### src/rtl/instr_fetch_if.sv
// naive_bus: simple request/grant bus shared by the fetch stage and its memory.
//   rd_req/rd_addr  master -> slave  read request and word address
//   rd_gnt          slave -> master  request accepted this cycle
//   rd_data         slave -> master  read data, valid the cycle after a grant
//   wr_req/wr_addr/wr_data           write side, driven by the master
interface naive_bus;
    logic        rd_req;
    logic        rd_gnt;
    logic [31:0] rd_addr;
    logic [31:0] rd_data;
    logic        wr_req;
    logic [31:0] wr_addr;
    logic [31:0] wr_data;

    modport master (
        output rd_req, rd_addr, wr_req, wr_addr, wr_data,
        input  rd_gnt, rd_data
    );

    modport slave (
        input  rd_req, rd_addr, wr_req, wr_addr, wr_data,
        output rd_gnt, rd_data
    );
endinterface

### src/rtl/instr_fetch.sv
// instr_fetch: instruction fetch stage. Owns the PC, issues word reads on a
// naive_bus, buffers returned words with their PC in a small FIFO and hands
// them to decode with a valid/ready handshake. Handles grant back-pressure
// and jump redirects.
//   clk, rst            clock (rising edge), asynchronous active-high reset
//   bus                 naive_bus master (read side only; write side tied 0)
//   jump_en/jump_target redirect from execute; target low two bits ignored
//   instr_ready         decode accepts the head entry this cycle
//   instr_valid/instr/instr_pc  FIFO head towards decode
module instr_fetch #(
    parameter logic [31:0] RESET_PC  = 32'h0000_0000,
    parameter int unsigned BUF_DEPTH = 2
) (
    input  logic        clk,
    input  logic        rst,
    naive_bus.master    bus,
    input  logic        jump_en,
    input  logic [31:0] jump_target,
    input  logic        instr_ready,
    output logic        instr_valid,
    output logic [31:0] instr,
    output logic [31:0] instr_pc
);
    localparam int unsigned AW = $clog2(BUF_DEPTH);
    localparam int unsigned CW = AW + 1;
    localparam int unsigned OW = CW + 1;

    logic [31:0]   pc;
    logic [31:0]   inflight_pc;
    logic          inflight;
    logic [63:0]   mem [BUF_DEPTH];
    logic [AW-1:0] rd_ptr;
    logic [AW-1:0] wr_ptr;
    logic [CW-1:0] count;
    logic [63:0]   last_q;

    logic          empty;
    logic          full;
    logic          pop;
    logic          push;
    logic          grant;
    logic [OW-1:0] occupancy;
    logic [OW-1:0] limit;

    always_comb begin
        empty       = (count == '0);
        full        = (count == CW'(BUF_DEPTH));
        instr_valid = !empty;
        // When empty, show the last head value rather than a stale slot.
        {instr_pc, instr} = empty ? last_q : mem[rd_ptr];
        pop         = instr_valid && instr_ready;
        // Credit check: count + inflight - pop < BUF_DEPTH, kept subtraction-free.
        occupancy   = OW'(count) + OW'(inflight);
        limit       = OW'(BUF_DEPTH) + OW'(pop);
        bus.rd_req  = !rst && !jump_en && (occupancy < limit);
        bus.rd_addr = rst ? '0 : pc;
        bus.wr_req  = 1'b0;
        bus.wr_addr = '0;
        bus.wr_data = '0;
        grant       = bus.rd_req && bus.rd_gnt;
        // A redirect kills the response of an access granted last cycle.
        push        = inflight && !jump_en;
    end

    always_ff @(posedge clk or posedge rst) begin
        if (rst) begin
            pc          <= RESET_PC;
            inflight    <= 1'b0;
            inflight_pc <= '0;
            rd_ptr      <= '0;
            wr_ptr      <= '0;
            count       <= '0;
            last_q      <= '0;
        end else begin
            inflight <= grant;
            if (grant) begin
                inflight_pc <= pc;
            end
            if (!empty) begin
                last_q <= mem[rd_ptr];
            end
            if (jump_en) begin
                // Redirect wins over pop and push: flush everything.
                pc     <= jump_target & ~32'h3;
                rd_ptr <= '0;
                wr_ptr <= '0;
                count  <= '0;
            end else begin
                if (grant) begin
                    pc <= pc + 32'd4;
                end
                if (push) begin
                    wr_ptr <= wr_ptr + AW'(1);
                end
                if (pop) begin
                    rd_ptr <= rd_ptr + AW'(1);
                end
                if (push && !pop) begin
                    count <= count + CW'(1);
                end else if (pop && !push) begin
                    count <= count - CW'(1);
                end
            end
        end
    end

    always_ff @(posedge clk) begin
        if (push) begin
            mem[wr_ptr] <= {inflight_pc, bus.rd_data};
        end
    end

    // The credit rule guarantees a push never lands in a full FIFO.
    a_no_overflow: assert property (@(posedge clk) disable iff (rst) !(push && full && !pop));

endmodule

### src/flat_wrapper.sv
// flat-port wrapper written by rule: the top's interface ports become plain ports
module instr_fetch_flat 
#(
    parameter logic [31:0] RESET_PC  = 32'h0000_0000,
    parameter int unsigned BUF_DEPTH = 2
)
  (clk, rst, jump_en, jump_target, instr_ready, instr_valid, instr, instr_pc, bus_rd_req, bus_rd_addr, bus_wr_req, bus_wr_addr, bus_wr_data, bus_rd_gnt, bus_rd_data);
  naive_bus bus_i ();
  input  logic clk;
  input  logic rst;
  input  logic jump_en;
  input  logic [31:0] jump_target;
  input  logic instr_ready;
  output logic instr_valid;
  output logic [31:0] instr;
  output logic [31:0] instr_pc;
  output wire logic [$bits(bus_i.rd_req)-1:0] bus_rd_req;
  output wire logic [$bits(bus_i.rd_addr)-1:0] bus_rd_addr;
  output wire logic [$bits(bus_i.wr_req)-1:0] bus_wr_req;
  output wire logic [$bits(bus_i.wr_addr)-1:0] bus_wr_addr;
  output wire logic [$bits(bus_i.wr_data)-1:0] bus_wr_data;
  input wire logic [$bits(bus_i.rd_gnt)-1:0] bus_rd_gnt;
  input wire logic [$bits(bus_i.rd_data)-1:0] bus_rd_data;
  assign bus_rd_req = bus_i.rd_req;
  assign bus_rd_addr = bus_i.rd_addr;
  assign bus_wr_req = bus_i.wr_req;
  assign bus_wr_addr = bus_i.wr_addr;
  assign bus_wr_data = bus_i.wr_data;
  assign bus_i.rd_gnt = bus_rd_gnt;
  assign bus_i.rd_data = bus_rd_data;
  instr_fetch #(.RESET_PC(RESET_PC), .BUF_DEPTH(BUF_DEPTH)) u_core (.clk(clk), .rst(rst), .bus(bus_i), .jump_en(jump_en), .jump_target(jump_target), .instr_ready(instr_ready), .instr_valid(instr_valid), .instr(instr), .instr_pc(instr_pc));
endmodule
### config.mk
export PLATFORM = sky130hd
export DESIGN_NAME = instr_fetch_flat
export DESIGN_NICKNAME = d
export VERILOG_FILES = /design/src/rtl/instr_fetch_if.sv /design/src/rtl/instr_fetch.sv /design/src/flat_wrapper.sv
export SDC_FILE = /design/constraint.sdc
export NUM_CORES = 1
export LEC_CHECK = 0
export BUFFER_PORTS_ARGS = -buffer_cell sky130_fd_sc_hd__buf_2
export CORE_MARGIN = 4
export CORE_UTILIZATION = 56
export CTS_BUF_LIST = sky130_fd_sc_hd__clkbuf_8
export DETAILED_ROUTE_END_ITERATION = 8
export GPL_ROUTABILITY_DRIVEN = 1
export MAX_ROUTING_LAYER = met4
export PLACE_DENSITY = 0.82
export SYNTH_ARGS = -nofsm -noshare
export SYNTH_HDL_FRONTEND = slang
export SYNTH_SLANG_ARGS = --single-unit
### constraint.sdc
create_clock -name clk -period 7.5 [get_ports clk]
set_input_delay 1.125 -clock clk [delete_from_list [all_inputs] [get_ports clk]]
set_output_delay 1.125 -clock clk [all_outputs]
set_load 0.01 [all_outputs]
After elaboration in Yosys (flattened, before gate mapping) --
Memory sizes are Yosys's and may differ from the RTL's. Index checks and enable logic that the tools add are counted.
Word-level totals: flip-flop bits (word level) 133, memory bits (writable) 128, input bits 69, output and inout port bits 163, word-level logic and storage cells 46, memories 1
Cells by class: add/subtract/negate cells 7, $lt $le $gt $ge 1, muxes and demuxes 13, reduce and logical (&&, ||, !) cells 17
Memory list:
- u_core.mem | depth 2, bits a word 64, rd ports 1, clocked after Yosys merged registers in 0, write ports 1, RTL line instr_fetch.sv:31 | logic [63:0] mem [BUF_DEPTH];
Operators by type and width (number):
- 32-bit two-way mux | 3
- 64-bit two-way mux | 1
- 32-bit by 3-bit adder with 32-bit output (second input constant) | 1
- 1-bit logical AND | 7
- 1-bit two-way mux | 6
- 2-bit two-way mux | 3
- 2-bit nonzero test | 3
- 1-bit logical NOT | 5
- 2-bit by 1-bit adder with 3-bit output | 1
- 2-bit by 1-bit adder with 3-bit output (first input constant) | 1
- 3-bit < comparator | 1
- 3-bit nonzero test | 1
- 1-bit adder (second input constant) | 2
- 2-bit by 1-bit adder with 2-bit output (second input constant) | 1
- 2-bit logical NOT | 1
- 2-bit by 1-bit subtractor with 2-bit output (second input constant) | 1

Logic depth before layout (Yosys ltp) --
Gate-level depths: netlist of the first run.
depth in word-level cells 9, depth in mapped cells 9, mapped depth without buffers 7

Worst setup path before layout of the first run --
No wires, ideal clock.
kind input to register, from in jump_en, to mem u_core.mem[0][0] (enable), setup time 571 ps, arrival 6247 ps, required time 6929 ps, setup slack 682 ps, stages on the path 4, buffers on the path 3, cells stage by stage buf_6 > clkbuf_1 > buf_1 > nor3b_1
Between the ends: word-level cells in the longest chain between the ends 4
RTL lines:
- start, declared | RTL line flat_wrapper.sv:11 | input logic jump_en;
- 1-bit logical NOT | RTL line instr_fetch.sv:62 | push = inflight && !jump_en;
- 1-bit logical AND | RTL line instr_fetch.sv:62
- 1-bit two-way mux | RTL line instr_fetch.sv:108 | if (push) begin
- 1-bit two-way mux (implied by the code) | RTL line instr_fetch.sv:109 | mem[wr_ptr] <= {inflight_pc, bus.rd_data};
- end, declared | RTL line instr_fetch.sv:31
No other way between the ends.

Worst setup path in the final report of the first run --
from reg u_core.count[1], to out instr[13]
Between the ends: word-level cells in the longest chain between the ends 2
RTL lines:
- start, declared | RTL line instr_fetch.sv:34 | logic [CW-1:0] count;
- start signal, assigned | RTL line instr_fetch.sv:99 | count <= count + CW'(1);
- start signal, assigned | RTL line instr_fetch.sv:101 | count <= count - CW'(1);
- 2-bit logical NOT | RTL line instr_fetch.sv:46 | empty = (count == '0);
- 64-bit two-way mux | RTL line instr_fetch.sv:50 | {instr_pc, instr} = empty ? last_q : mem[rd_ptr];
- end, declared | RTL line flat_wrapper.sv:15 | output logic [31:0] instr;
No other way between the ends.

==> results.json, run 1 <==
{
  "io_pins": 232,
  "fin_crit_sh_pct": 49.20,
  "fin_util_pct": 65.23,
  "ant_nets": 0,
  "place_congestion": 0.8305,
  "yosysWarningCount": 0,
  "drt_iter0_drc": 427,
  "drv_slew": 0,
  "die_height_um": 145.5,
  "cts_inserted_buffers": 42,
  "syn_area_um2": 10580,
  "vias": 6846,
  "crit_required_ps": 6380,
  "cts_root_buf": "clkbuf_8",
  "ys_seq_elements": 253,
  "rrSetupSlack_ps": 5050,
  "row_count": 50,
  "synth_ff_type": "dfrtp_1",
  "reg2reg_depth": 7,
  "syn2layout_area_growth_pct": 14.94,
  "syn_avg_cell_area_um2": 12.20,
  "path_clk_slew_ps": 60,
  "maxCapViolations": 0,
  "core_um2": 18640,
  "synth_cells": 867,
  "grt_pass1_wl_um": 35510,
  "rsz0062_at_grt": "false",
  "synth_edf_count": 124,
  "tightest_slew_ps": 1187,
  "hold_depth": 0,
  "cts_max_level": 2,
  "final_cell_mix": "nand2_1, buf_2, dfrtp_1",
  "synth_async_sr_flop_share_pct": 50.99,
  "worstSetupStartpointType": "flip-flop",
  "cts_sinks": 253,
  "dp_hpwl_um": 14020,
  "period_needed_ps": 3690,
  "layout.nets": 1110,
  "grtUsageTotal_pct": 21.27,
  "status": "complete, no violations",
  "cp.arrival_ps": 2560,
  "layout_commonest_cell": "nand2_1",
  "totalWireLength_um": 21910,
  "cts_tree": "yes",
  "dieArea_um2": 21160,
  "hold_buffers": 0,
  "drive_gt1_share_pct": 22.57,
  "r2r_start": "u_core.inflight",
  "end_kind": "output pin",
  "drc_errors": 0,
  "dieWidth_um": 145.5,
  "reg2reg_to": "u_core.pc[30]",
  "ir_drop_mv": 0.1094,
  "min_path_type": "reg2reg",
  "ys_seq_area_share_pct": 65.70,
  "antenna_found_initial": 3,
  "grt_pass1_vias": 7004,
  "setup_viol": 0,
  "routed_via_density": 5.230,
  "grt_overflow": 0,
  "postCtsResizedCells": 0,
  "fin_tns_setup_ps": 0,
  "fin_skew_ps": 19.21,
  "initial_core_util_pct": 56.75,
  "final_area_um2": 12160,
  "grt_max_degree": 128,
  "power_density_nw_per_um2": 267.0,
  "dr.pass1.iters": 5,
  "p_leak_uw": 0.005357,
  "postCtsSetupRepairBufs": 0,
  "hold_viol": 0,
  "clockBufferDepth": 3,
  "worstSkewPairLatency_ps": 530,
  "cp_max_fo": 127,
  "synth.distinct_cells": 54,
  "max_slew_margin_pct": 20.86,
  "crit_type": "reg2out",
  "holdPathEnd": "u_core.mem[0][39]",
  "io_buffers": 162,
  "place_area_um2": 11330,
  "wire_per_inst_um": 16.74,
  "min_from": "u_core.inflight_pc[7]",
  "max_freq_mhz": 271.0
}
## worst max path at each step
stage,from,endpoint,slack [ps],cells after the start
2_1_floorplan,jump_en,u_core.mem[0][0],680,4
3_3_place_gp,instr_ready,bus_rd_req,4180,5
3_5_place_dp,instr_ready,bus_rd_req,4140,5
4_1_cts,u_core.count[1],instr[13],3760,4
5_1_grt,u_core.count[1],instr[13],3560,4
6_report,u_core.count[1],instr[13],3810,4
## layout make-up
| class | instances | area, um^2 |
|---|---|---|
| antenna | 3 | 7.507 |
| clock buffer | 49 | 674.4 |
| clock inverter | 29 | 146.4 |
| fill | 1451 | 6482 |
| inverter | 12 | 50.05 |
| multi-input combinational | 558 | 3156 |
| sequential | 253 | 6955 |
| tap | 234 | 292.8 |
| timing repair buffer | 171 | 878.3 |
## worst max-delay path: stages (launching register included)
cell and delay, ps:
dfrtp_1 470, nor2_4 100, buf_4 800, o21ai_0 370
buf_2 230
## power breakdown
group          total (uW)  leakage [uW]  internal, uW  switching, uW
logic                 406       0.00212           152            254
clock network        1150      0.000498           630            515
registers            1700       0.00274          1610           82.2
## per-stage QoR
stage / power (uW) / instances / worst slack [ps] / hold WS, ps
2_1_floorplan: 1969 / 933 / 682.2 / 436.6
3_3_place_gp: 2107 / 1228 / 4182 / 448.8
3_5_place_dp: 2131 / 1228 / 4144 / 450.8
4_1_cts: 3285 / 1306 / 3763 / 469.9
5_1_grt: 3418 / 1309 / 3557 / 486.5
6_report: 3246 / 1309 / 3810 / 468.9
## logic make-up after synthesis
family	Yosys count	share of synthesized area [%]
buf+inv	122	6.942
xor+xnor	4	0.3312
fa+ha+maj	3	0.3548
mux	73	6.930
other cells	1	0.03544
simple gates	291	13.04
compound gates	120	6.658
flops	253	65.70
## flip-flops by register name, summed over array words and instances (netlist names)
signal and count:
u_core.last_q 64, u_core.inflight 1, u_core.pc 30, u_core.rd_ptr 1
u_core.count 2, u_core.wr_ptr 1, u_core.inflight_pc 30, u_core.mem 124
## metal layers
metal	vias to the layer above	global-route usage [%]	routed length (um)
met5	-	-	0
met4	0	7.028	467
met3	46	4.796	1347
met2	227	35.34	11110
met1	3301	26.09	8984
li1	3272	-	-
## cells in the mapped netlist (all sizes together), types with 7 or more instances
cell    number  share of area [%]
and3         7               0.41
buf         86                5.7
clkbuf      24               0.86
dfrtp      129                 31
edfxtp     124                 35
inv         12               0.43
mux2i       71                6.7
nand2      169                6.0
nand3       26                1.3
nor2        14               0.50
nor2b       32                1.9
nor3        15               0.86
o21ai       86                4.1
Note: power is estimated with default switching activity, not from simulation.
==> run 2, diff against run 1 <==
--- a/config.mk
+++ b/config.mk
@@ -5,14 +5,15 @@
 export SDC_FILE = /design/constraint.sdc
 export NUM_CORES = 1
 export LEC_CHECK = 0
+export ABC_AREA = 1
 export BUFFER_PORTS_ARGS = -buffer_cell sky130_fd_sc_hd__buf_2
 export CORE_MARGIN = 4
-export CORE_UTILIZATION = 56
+export CORE_UTILIZATION = 57
 export CTS_BUF_LIST = sky130_fd_sc_hd__clkbuf_8
 export DETAILED_ROUTE_END_ITERATION = 8
 export GPL_ROUTABILITY_DRIVEN = 1
 export MAX_ROUTING_LAYER = met4
-export PLACE_DENSITY = 0.82
+export PLACE_DENSITY = 0.83
 export SYNTH_ARGS = -nofsm -noshare
 export SYNTH_HDL_FRONTEND = slang
 export SYNTH_SLANG_ARGS = --single-unit
==> constraint.sdc (replaced) <==
create_clock -name clk -period 3.75 [get_ports clk]
set_input_delay 0.5625 -clock clk [delete_from_list [all_inputs] [get_ports clk]]
set_output_delay 0.5625 -clock clk [all_outputs]
set_load 0.01 [all_outputs]
==> run 2 against run 1 <==
Compared with the run above:
- largest power group unchanged
- via count grew 13%
- sequential power increased by 130%
- die area up 0.81%
- count of clock-buffer cells in the layout is 1 higher
- clock power grew 120%
- wire length increased by 8.7%
- register-to-register slack lost 3700 ps
- power grew to 2.7 times the previous value
- setup slack worse by 3200 ps
- utilization increased by 1.8 points
- synthesized cell count is 25% higher
==> results.json, run 2 <==
{
  "place_area_um2": 11630,
  "reg2reg_to": "u_core.pc[7]",
  "drive_gt1_share_pct": 20.72,
  "dieArea_um2": 21330,
  "synth_edf_count": 124,
  "drt_iter0_drc": 509,
  "initial_core_util_pct": 58.07,
  "worstSetupStartpointType": "flip-flop",
  "totalWireLength_um": 23810,
  "synth_top_cell_by_area": "edfxtp_1",
  "syn_avg_cell_area_um2": 10.05,
  "layout.nets": 1323,
  "vias": 7761,
  "setup_viol": 0,
  "yosysWarningCount": 0,
  "antenna_found_initial": 0,
  "cts_max_level": 2,
  "row_count": 50,
  "end_kind": "output pin",
  "path_cells": "inv_1 -> nand2_4 -> buf_4 -> nor2_1 -> a31oi_1 -> buf_2",
  "cts_inserted_buffers": 42,
  "postCtsResizedCells": 0,
  "core_um2": 18710,
  "syn_area_um2": 10860,
  "final_area_um2": 12540,
  "grt_pass1_vias": 7644,
  "tightest_slew_ps": 873.2,
  "fin_util_pct": 67.04,
  "fin_tns_setup_ps": 0,
  "synth_cells": 1081,
  "synth_ff_type": "dfrtp_1",
  "max_freq_mhz": 318.5,
  "crit_slowest_cell": "nand2_4",
  "grt_pass1_wl_um": 38340,
  "crit_type": "reg2out",
  "rrSetupSlack_ps": 1310,
  "synth_async_sr_flop_share_pct": 50.99,
  "fin_skew_ps": 22.48,
  "clockBufferDepth": 3,
  "ys_top_cells_by_area": "edfxtp_1, dfrtp_1, nand2_1",
  "hold_viol": 0,
  "cp.arrival_ps": 2580,
  "hold_buffers": 0,
  "ys_seq_elements": 253,
  "dr.pass1.iters": 5,
  "r2r_start": "u_core.count[1]",
  "n_antenna_cell": 0,
  "path_clk_slew_ps": 60,
  "largestRegisters": "u_core.mem x124, u_core.last_q x64",
  "cts_root_buf": "clkbuf_8",
  "fin_crit_sh_pct": 83.74,
  "ant_nets": 0,
  "period_needed_ps": 3140,
  "p_leak_uw": 0.005679,
  "synthTopCellsByCount": "nand2_1, dfrtp_1, nor2_1, edfxtp_1, nand3_1",
  "routed_via_density": 5.113,
  "power_uw": 8882,
  "die_height_um": 146.0,
  "endpoint": "instr[1]",
  "slowest_delay_ps": 620,
  "drv_slew": 0,
  "postCtsSetupRepairBufs": 0,
  "max_slew_margin_pct": 41.79,
  "cts_tree": "yes",
  "rsz0062_at_grt": "false",
  "worstSkewPairLatency_ps": 530,
  "status": "complete, no violations",
  "crit_start": "u_core.count[1]",
  "grtUsageTotal_pct": 22.71,
  "maxCapViolations": 0,
  "regMostFlops": "u_core.mem",
  "grt_overflow": 0,
  "power_density_nw_per_um2": 708.3,
  "synth.distinct_cells": 31,
  "seqCellArea_um2": 6953,
  "num-fill-cells": 1398,
  "io_pins": 232,
  "largest_reg_flops": 124,
  "synth.most_common_cell": "nand2_1",
  "io_buffers": 162,
  "crit_required_ps": 3190,
  "multi_input_area_um2": 3206,
  "grt_max_degree": 86,
  "dieWidth_um": 146.0,
  "ir_drop_mv": 0.2696,
  "drc_errors": 0,
  "syn2layout_area_growth_pct": 15.46,
  "ys_seq_area_share_pct": 64.00,
  "synth_top_area_share_pct": 34.28,
  "cts_sinks": 253,
  "reg2reg_depth": 10,
  "final_cell_mix": "nand2_1, buf_2, dfrtp_1",
  "dp_hpwl_um": 15880,
  "cp_max_fo": 85,
  "place_congestion": 0.8936,
  "layout_commonest_cell": "nand2_1",
  "min_path_type": "in2reg",
  "wire_per_inst_um": 15.68
}
==> run 2: cell count changes after synthesis, sizes merged, moves of 7 or more <==
| cell | before | now |
|---|---|---|
| nand2 | 169 | 309 |
| and3 | 7 | 0 |
| nor2 | 14 | 136 |
| nor3 | 15 | 2 |
| mux2i | 71 | 0 |
| a31oi | 0 | 62 |
| nor2b | 32 | 0 |
| o21ai | 86 | 47 |
| inv | 12 | 61 |
| nand3 | 26 | 82 |
==> run 2: metrics by stage <==
step                worst slack (ps)  hold WS [ps]  std cells
floorplan                      728.2         442.4       1147
global route                   403.3         173.7       1518
finish                         609.9         222.7       1518
detailed placement              1184         451.9       1441
global placement                1248         449.4       1441
CTS                            574.8         178.3       1518
==> run 2: logic make-up after synthesis <==
kind of cell               share of synthesized area (%)
other                                            0.03453
and+or+nand+nor                                    20.61
buffers and inverters                              8.950
AOI/OAI and AO/OA                                  5.979
DFF                                                64.00
adders and majority gates                         0.3456
xor gates and xnor gates                         0.08065
==> run 2: cell type report <==
class,instances,area share (%)
Clock inverter,27,1.776
Timing Repair Buffer,175,7.543
Clock buffer,50,5.487
Sequential cell,253,55.44
Tap cell,234,2.335
Multi-Input combinational cell,718,25.56
Inverter,61,1.856
==> run 2: layer usage <==
metal  global-route usage (%)  routed length, um
met2                    36.87              11520
met4                    7.150                529
met3                    4.531               1752
met1                    29.22              10000
met5                        -                  0
==> run 2: critical path: cells and delay by family (launching register included) <==
family / cells / cell delay [ps]
flip-flops: 1 / 380
buffers and inverters: 3 / 680
AND/OR/NAND/NOR: 2 / 690
AO/OA/AOI/OAI: 1 / 250
==> run 2: worst min path at each step <==
stage	from	end	slack [ps]	depth (start not counted)
detailed placement	u_core.inflight_pc[22]	u_core.mem[1][54]	450	0
global route	bus_rd_data[6]	u_core.mem[1][6]	170	1
floorplan	u_core.inflight_pc[2]	u_core.mem[0][34]	440	0
CTS	bus_rd_data[9]	u_core.mem[0][9]	180	1
finish	bus_rd_data[9]	u_core.mem[0][9]	220	1
global placement	u_core.inflight_pc[10]	u_core.mem[1][42]	450	0
==> run 2: where the power goes <==
group          leakage (uW)  internal, uW  switching (uW)
Clock              0.000501          1490            1080
Sequential          0.00266          3600             308
Combinational       0.00252           803            1600
